**src/rtl/obuf_act_quant_if.sv**
```systemverilog
// ---------------------------------------------------------------------------
// obuf_act_quant_if
// Stream bundle for the output-buffer post-processing stage.
//   in_valid / in_ready      : input beat handshake
//   psum_in / psum_prev      : signed PE partial sum and stored partial sum
//   out_valid / out_ready    : output beat handshake
//   out_data                 : result word (ACC_SIZE wide)
//   out_last                 : last element of the current tile
// Modports: master = producer/consumer side (testbench or surrounding
// datapath), slave = the obuf_act_quant stage itself.
// ---------------------------------------------------------------------------
interface obuf_act_quant_if #(
    parameter int ACC_SIZE = 32
);
    logic                in_valid;
    logic                in_ready;
    logic [ACC_SIZE-1:0] psum_in;
    logic [ACC_SIZE-1:0] psum_prev;
    logic                out_valid;
    logic                out_ready;
    logic [ACC_SIZE-1:0] out_data;
    logic                out_last;

    modport master (
        output in_valid, psum_in, psum_prev, out_ready,
        input  in_ready, out_valid, out_data, out_last
    );

    modport slave (
        input  in_valid, psum_in, psum_prev, out_ready,
        output in_ready, out_valid, out_data, out_last
    );
endinterface

```
**src/rtl/obuf_act_quant.sv**
```systemverilog
// ---------------------------------------------------------------------------
// obuf_act_quant
// Output-buffer post-processing: accumulate PE partial sums, and on the final
// input-channel pass apply quantisation shift, ReLU / Leaky ReLU and
// saturation to WORD_SIZE. Three-stage pipeline with a single global enable,
// plus an element counter that flags the last beat of a tile.
//
// Ports:
//   clk, rst                 : clock, synchronous active-high reset
//   have_accu                : add psum_prev to psum_in
//   have_last_ich            : final pass, enables quantise/activate path
//   have_relu, have_leaky    : activation enable / leaky select
//   quant_pe                 : arithmetic right shift after accumulate
//   quant_activation         : right shift after the leaky multiply
//   quant_next_layer         : right shift before saturation
//   leaky_constant           : signed leaky multiplier
//   obuf_tile_size_x/_y      : tile dimensions in elements
//   bus (slave)              : in/out stream handshake and data
//   tile_done                : one-cycle pulse after the last beat leaves
//
// Build option: OBUF_ROUND_EN - when defined, the final shift rounds half-up.
// ---------------------------------------------------------------------------
module obuf_act_quant #(
    parameter int WORD_SIZE      = 16,
    parameter int ACC_SIZE       = 32,
    parameter int HALF_ADDR_SIZE = 6
) (
    input  logic                      clk,
    input  logic                      rst,
    input  logic                      have_accu,
    input  logic                      have_last_ich,
    input  logic                      have_relu,
    input  logic                      have_leaky,
    input  logic [5:0]                quant_pe,
    input  logic [5:0]                quant_activation,
    input  logic [5:0]                quant_next_layer,
    input  logic [WORD_SIZE-1:0]      leaky_constant,
    input  logic [HALF_ADDR_SIZE-1:0] obuf_tile_size_x,
    input  logic [HALF_ADDR_SIZE-1:0] obuf_tile_size_y,
    obuf_act_quant_if.slave           bus,
    output logic                      tile_done
);
    localparam int CNT_W = 2 * HALF_ADDR_SIZE;
    localparam int Y_W   = ACC_SIZE + 1;
    localparam logic signed [Y_W-1:0] SAT_MAX = Y_W'((2 ** (WORD_SIZE - 1)) - 1);
    localparam logic signed [Y_W-1:0] SAT_MIN = -Y_W'(2 ** (WORD_SIZE - 1));

    logic                       s1_valid_q, s1_valid_d;
    logic                       s1_fin_q, s1_fin_d;
    logic signed [ACC_SIZE-1:0] s1_sum_q, s1_sum_d;
    logic                       s2_valid_q, s2_valid_d;
    logic                       s2_fin_q, s2_fin_d;
    logic signed [ACC_SIZE-1:0] s2_val_q, s2_val_d;
    logic                       out_valid_q, out_valid_d;
    logic        [ACC_SIZE-1:0] out_data_q, out_data_d;
    logic        [CNT_W-1:0]    cnt_q, cnt_d;
    logic                       tile_done_q, tile_done_d;

    logic                       en;
    logic                       fire;
    logic                       last;
    logic        [CNT_W-1:0]    total;
    logic signed [ACC_SIZE-1:0] lc_ext;
    logic signed [ACC_SIZE-1:0] x_pe;
    logic signed [ACC_SIZE-1:0] prod;
    logic signed [ACC_SIZE-1:0] x_act;
    logic signed [ACC_SIZE-1:0] s2_calc;
    logic signed [Y_W-1:0]      y_in;
    logic signed [Y_W-1:0]      y_sh;
    logic        [ACC_SIZE-1:0] y_sat;
`ifdef OBUF_ROUND_EN
    localparam logic [5:0] QNL_MAX = 6'(ACC_SIZE);
    logic signed [Y_W-1:0]      bias;
    logic signed [Y_W-1:0]      y_sum;
`endif

    always_comb begin
        en    = !out_valid_q || bus.out_ready;
        fire  = out_valid_q && bus.out_ready;
        total = CNT_W'(obuf_tile_size_x) * CNT_W'(obuf_tile_size_y);
        // total == 0 never matches, so an empty tile never raises out_last
        last  = out_valid_q && (total != '0) && (cnt_q == total - CNT_W'(1));

        // S2 datapath. The low ACC_SIZE bits of the full-width leaky product
        // equal the ACC_SIZE-wide product, so the multiply is formed there.
        lc_ext = {{(ACC_SIZE - WORD_SIZE){leaky_constant[WORD_SIZE-1]}}, leaky_constant};
        x_pe   = s1_sum_q >>> quant_pe;
        prod   = x_pe * lc_ext;
        x_act  = prod >>> quant_activation;
        s2_calc = s1_sum_q;
        if (s1_fin_q) begin
            s2_calc = x_pe;
            if (have_relu && x_pe[ACC_SIZE-1]) begin
                s2_calc = have_leaky ? x_act : '0;
            end
        end

        // S3 datapath, one guard bit so the rounding bias cannot overflow
        y_in = {s2_val_q[ACC_SIZE-1], s2_val_q};
`ifdef OBUF_ROUND_EN
        bias = '0;
        if ((quant_next_layer != 6'd0) && (quant_next_layer <= QNL_MAX)) begin
            bias = Y_W'(1) <<< (quant_next_layer - 6'd1);
        end
        y_sum = y_in + bias;
        // beyond ACC_SIZE the rounded quotient of any ACC_SIZE value is 0
        y_sh  = (quant_next_layer > QNL_MAX) ? '0 : (y_sum >>> quant_next_layer);
`else
        y_sh = y_in >>> quant_next_layer;
`endif
        if (y_sh > SAT_MAX) begin
            y_sat = ACC_SIZE'(SAT_MAX);
        end else if (y_sh < SAT_MIN) begin
            y_sat = ACC_SIZE'(SAT_MIN);
        end else begin
            y_sat = ACC_SIZE'(y_sh);
        end

        s1_valid_d  = s1_valid_q;
        s1_fin_d    = s1_fin_q;
        s1_sum_d    = s1_sum_q;
        s2_valid_d  = s2_valid_q;
        s2_fin_d    = s2_fin_q;
        s2_val_d    = s2_val_q;
        out_valid_d = out_valid_q;
        out_data_d  = out_data_q;
        if (en) begin
            s1_valid_d  = bus.in_valid;
            s1_fin_d    = have_last_ich;
            s1_sum_d    = have_accu ? ($signed(bus.psum_in) + $signed(bus.psum_prev))
                                    : $signed(bus.psum_in);
            s2_valid_d  = s1_valid_q;
            s2_fin_d    = s1_fin_q;
            s2_val_d    = s2_calc;
            out_valid_d = s2_valid_q;
            out_data_d  = s2_fin_q ? y_sat : s2_val_q;
        end

        cnt_d       = cnt_q;
        tile_done_d = fire && last;
        if (fire) begin
            cnt_d = last ? '0 : cnt_q + CNT_W'(1);
        end
    end

    always_ff @(posedge clk) begin
        if (rst) begin
            s1_valid_q  <= 1'b0;
            s1_fin_q    <= 1'b0;
            s1_sum_q    <= '0;
            s2_valid_q  <= 1'b0;
            s2_fin_q    <= 1'b0;
            s2_val_q    <= '0;
            out_valid_q <= 1'b0;
            out_data_q  <= '0;
            cnt_q       <= '0;
            tile_done_q <= 1'b0;
        end else begin
            s1_valid_q  <= s1_valid_d;
            s1_fin_q    <= s1_fin_d;
            s1_sum_q    <= s1_sum_d;
            s2_valid_q  <= s2_valid_d;
            s2_fin_q    <= s2_fin_d;
            s2_val_q    <= s2_val_d;
            out_valid_q <= out_valid_d;
            out_data_q  <= out_data_d;
            cnt_q       <= cnt_d;
            tile_done_q <= tile_done_d;
        end
    end

    assign bus.in_ready  = en;
    assign bus.out_valid = out_valid_q;
    assign bus.out_data  = out_data_q;
    assign bus.out_last  = last;
    assign tile_done     = tile_done_q;

endmodule

```
**src/flat_wrapper.sv**
```systemverilog
// flat-port wrapper written by rule: the top's interface ports become plain ports
module obuf_act_quant_flat 
#(
    parameter int WORD_SIZE      = 16,
    parameter int ACC_SIZE       = 32,
    parameter int HALF_ADDR_SIZE = 6
)
  (clk, rst, have_accu, have_last_ich, have_relu, have_leaky, quant_pe, quant_activation, quant_next_layer, leaky_constant, obuf_tile_size_x, obuf_tile_size_y, tile_done, bus_in_valid, bus_psum_in, bus_psum_prev, bus_out_ready, bus_in_ready, bus_out_valid, bus_out_data, bus_out_last);
  obuf_act_quant_if #(.ACC_SIZE(ACC_SIZE)) bus_i ();
  input  logic clk;
  input  logic rst;
  input  logic have_accu;
  input  logic have_last_ich;
  input  logic have_relu;
  input  logic have_leaky;
  input  logic [5:0] quant_pe;
  input  logic [5:0] quant_activation;
  input  logic [5:0] quant_next_layer;
  input  logic [WORD_SIZE-1:0] leaky_constant;
  input  logic [HALF_ADDR_SIZE-1:0] obuf_tile_size_x;
  input  logic [HALF_ADDR_SIZE-1:0] obuf_tile_size_y;
  output logic tile_done;
  input wire logic [$bits(bus_i.in_valid)-1:0] bus_in_valid;
  input wire logic [$bits(bus_i.psum_in)-1:0] bus_psum_in;
  input wire logic [$bits(bus_i.psum_prev)-1:0] bus_psum_prev;
  input wire logic [$bits(bus_i.out_ready)-1:0] bus_out_ready;
  output wire logic [$bits(bus_i.in_ready)-1:0] bus_in_ready;
  output wire logic [$bits(bus_i.out_valid)-1:0] bus_out_valid;
  output wire logic [$bits(bus_i.out_data)-1:0] bus_out_data;
  output wire logic [$bits(bus_i.out_last)-1:0] bus_out_last;
  assign bus_i.in_valid = bus_in_valid;
  assign bus_i.psum_in = bus_psum_in;
  assign bus_i.psum_prev = bus_psum_prev;
  assign bus_i.out_ready = bus_out_ready;
  assign bus_in_ready = bus_i.in_ready;
  assign bus_out_valid = bus_i.out_valid;
  assign bus_out_data = bus_i.out_data;
  assign bus_out_last = bus_i.out_last;
  obuf_act_quant #(.WORD_SIZE(WORD_SIZE), .ACC_SIZE(ACC_SIZE), .HALF_ADDR_SIZE(HALF_ADDR_SIZE)) u_core (.clk(clk), .rst(rst), .have_accu(have_accu), .have_last_ich(have_last_ich), .have_relu(have_relu), .have_leaky(have_leaky), .quant_pe(quant_pe), .quant_activation(quant_activation), .quant_next_layer(quant_next_layer), .leaky_constant(leaky_constant), .obuf_tile_size_x(obuf_tile_size_x), .obuf_tile_size_y(obuf_tile_size_y), .bus(bus_i), .tile_done(tile_done));
endmodule
```
**config.mk**
```make
export PLATFORM = sky130hd
export DESIGN_NAME = obuf_act_quant_flat
export DESIGN_NICKNAME = d
export VERILOG_FILES = /design/src/rtl/obuf_act_quant_if.sv /design/src/rtl/obuf_act_quant.sv /design/src/flat_wrapper.sv
export SDC_FILE = /design/constraint.sdc
export NUM_CORES = 2
export LEC_CHECK = 0
export BUFFER_PORTS_ARGS = -buffer_cell sky130_fd_sc_hd__buf_4
export CORE_MARGIN = 2
export CORE_UTILIZATION = 30
export DETAILED_ROUTE_END_ITERATION = 10
export HOLD_SLACK_MARGIN = 0.08
export SYNTH_ARGS = -nofsm -noshare
export SYNTH_HDL_FRONTEND = slang
export SYNTH_SLANG_ARGS = --single-unit
```
**constraint.sdc**
```tcl
create_clock -name clk -period 10.6 [get_ports clk]
set_input_delay 2.12 -clock clk [delete_from_list [all_inputs] [get_ports clk]]
set_output_delay 2.12 -clock clk [all_outputs]
set_load 0.005 [all_outputs]
```
==> metrics.yaml <==
logic_synthesis:
  yosysWarnings: 0
  ys_seq_elements: 114
  synthCells: 3377
  synth.avg_cell_area_um2: 7.80
  synth_seq_area_share_pct: 8.67
  synth_common_cells: "inv_1, nand2_1, fa_1"
  synth_nets: 3963
  yosysUniqueCellTypes: 87
  synth_area_leader_cell: "fa_1"
  synth-main-ff-cell: "dfxtp_1"
  synthTopCellsByArea: "fa_1, dfxtp_1, ha_1, inv_1, nand2_1"
  synth_most_common_cell: "inv_1"
  synth_edf_count: 0
  syn_area_um2: 26300
  synth_top_area_share_pct: 24.5
  ys_async_sr_fraction_pct: 0
global_routing:
  grt_pass1_vias: 24800
  antenna_found_initial: 9
  grt_pass1_wl_um: 144000
  grt_start_max_net_pins: 94
  grt_usage_pct: 20.3
  globalRouteOverflowTotal: 0
final_layout:
  finalCoreUtilization_pct: 35.9
  final_area_um2: 31200
  fin_nets: 4194
  drive_gt1_share_pct: 16.7
  fill_cells: 9068
  area_delta_synth_final_pct: 18.4
sta:
  setup_tns_ns: 0
  grt_setup_unrepaired: "true"
  period_share_pct: 96.9
  finalHoldViolCount: 0
  fmax_mhz: 97.3
  clock_skew_ns: 0.0159
  fin_crit_ns: 10.27
  worst_slack_ns: 0.325
  setup_violations: 0
  tightest_slew_ns: 1.05
  slew_headroom_pct: 29.8
  slew_viol_final: 0
clock_network:
  cts_buffers: 17
  clockRootBuffer: "clkbuf_16"
  clk_pin_slew_worst_paths_ns: 0.07
  insertion_delay_ns: 0.45
  cts.sinks: 114
  htreeDepth: 4
  cts_buffer_depth: 2
  tritoncts: "done"
critical_path:
  cp.required_ns: 10.98
  critPathMostFrequentCell: "fa_1"
  regToRegStartpoint: "u_core.s1_sum_q[26]$_SDFFE_PP0P_"
  worst_ep_arrival_time_ns: 10.65
  worst-r2r-setup-slack_ns: 1.73
  max_stage_delay_ns: 0.54
  cp-end-kind: "flip-flop"
  r2r-end: "u_core.s2_val_q[0]$_SDFFE_PP0P_"
  reg2reg_depth: 30
  crit_slowest_cell: "fa_1"
  critPathKind: "primary input to flip-flop"
  start_kind: "primary input"
  critPathMaxFanout: 24
route:
  initialDrtViolationCount: 1885
  via_count: 25000
  postRouteAntennaNets: 0
  via_per_inst: 5.22
  route.detailed.drc: 0
  wl_per_cell_um: 19.2
  drt_pass1_iterations: 6
  drt-total-wl_um: 91600
min_path:
  holdPathStages: 2
  min_path_type: "flip-flop to flip-flop"
  worstHoldStart: "u_core.s1_valid_q$_SDFFE_PP0P_"
  whs_endpoint: "u_core.s1_valid_q$_SDFFE_PP0P_"
floorplanning:
  die-area_um2: 90100
  rows: 108
  io_pins: 154
  fp.dieH_um: 300
  fp.dieW_um: 300
  core_area_um2: 86900
  initial_core_util_pct: 30.3
flow_run:
  maxCapViolCount: 0
status:
  outcome: "finished, final reports clean"
placement:
  dp_hpwl_um: 72900
  dpl-instance-area_um2: 30300
  gp_congestion: 0.965
  port_buffers: 153
  pre_cts_ws_ns: -0.300
==> through the flow <==
stage          hold WS [ns]  cells
2_1_floorplan         0.432   3377
3_3_place_gp          0.441   4741
3_5_place_dp          0.445   4741
4_1_cts               0.459   4773
5_1_grt               0.477   4781
6_report              0.456   4781
==> layout make-up <==
cell class,count,area (µm²),area share (%)
inverter,467,1760,5.63
clock buffer,18,439,1.41
timing repair buffer,432,3430,11.0
tap,1155,1450,4.64
clock inverter,14,178,0.570
multi-input combinational,2576,21600,69.4
sequential,114,2280,7.32
antenna,5,12.5,0.0401
==> how the worst max path moves through the flow <==
stage                           start                               end  slack [ns]  cells after the start
after global routing      quant_pe[1]   u_core.s2_val_q[0]$_SDFFE_PP0P_       -0.04                     37
after floorplan           quant_pe[1]  u_core.s2_val_q[23]$_SDFFE_PP0P_       0.004                     36
after detailed placement  quant_pe[1]  u_core.s2_val_q[12]$_SDFFE_PP0P_       -0.30                     37
final                     quant_pe[1]   u_core.s2_val_q[7]$_SDFFE_PP0P_        0.33                     38
after global placement    quant_pe[1]   u_core.s2_val_q[1]$_SDFFE_PP0P_       -0.31                     36
after CTS                 quant_pe[1]   u_core.s2_val_q[1]$_SDFFE_PP0P_        0.16                     36
==> registers in the layout, indices dropped and copies added (netlist names) <==
| register | cells |
|---|---|
| u_core.bus.out_data | 32 |
| u_core.s1_sum_q | 32 |
| u_core.s2_val_q | 32 |
| u_core.cnt_q | 12 |
| u_core.bus.out_valid | 1 |
| u_core.s1_fin_q | 1 |
| u_core.s1_valid_q | 1 |
| u_core.s2_fin_q | 1 |
| u_core.s2_valid_q | 1 |
| u_core.tile_done | 1 |
==> placed cells by master (no fill, tap or decap), types with 18 or more instances in the layout <==
cell type,n
inv_1,458
nand2_1,445
buf_4,416
fa_1,322
nor2_1,249
and2_1,203
a21oi_1,176
ha_1,146
o21ai_0,121
dfxtp_1,114
mux2i_1,108
a211oi_1,76
xnor2_1,60
nor3_1,60
nor2b_1,42
mux2_2,41
xor2_1,37
a21o_1,37
o211ai_1,36
mux4_2,35
nand3_1,29
a31oi_1,22
o21a_1,20
or3_1,19
a311oi_1,18
==> logic make-up after synthesis <==
logic type                 Yosys count  synth area share [%]
and+or+nand+nor                   1136                  20.2
DFF                                114                  8.67
AOI/OAI and AO/OA                  674                  16.8
muxes                              191                  9.12
xor gates and xnor gates           107                  3.86
adders and majority gates          468                  31.4
buffers and inverters              687                  9.93
==> worst max-delay path: cells and delay by family <==
kind / cells / cell delay (ns)
muxes: 4 / 1.14
adders and majority gates: 7 / 3.46
AOI/OAI and AO/OA: 11 / 1.78
and+or+nand+nor: 5 / 0.72
buffers and inverters: 10 / 1.20
xor gates and xnor gates: 1 / 0.19
==> metal layers <==
metal  part of all wire [%]  track usage (%)  wire length (µm)
met1                     44             27.8             40400
met2                     47             33.1             42700
met3                    5.9             2.22              5410
met4                    3.4             6.96              3140
met5                  0.014                0                13
==> repair_timing <==
action / CTS / global route
setup endpoints to repair: 0 / 31
hold buffers: 0 / 0
setup buffers: 0 / 3
gates resized for setup: 0 / 44
Power is left out: the tool's default activity adds up to more than one toggle a clock period on the data nets, which glitch-free logic cannot reach.
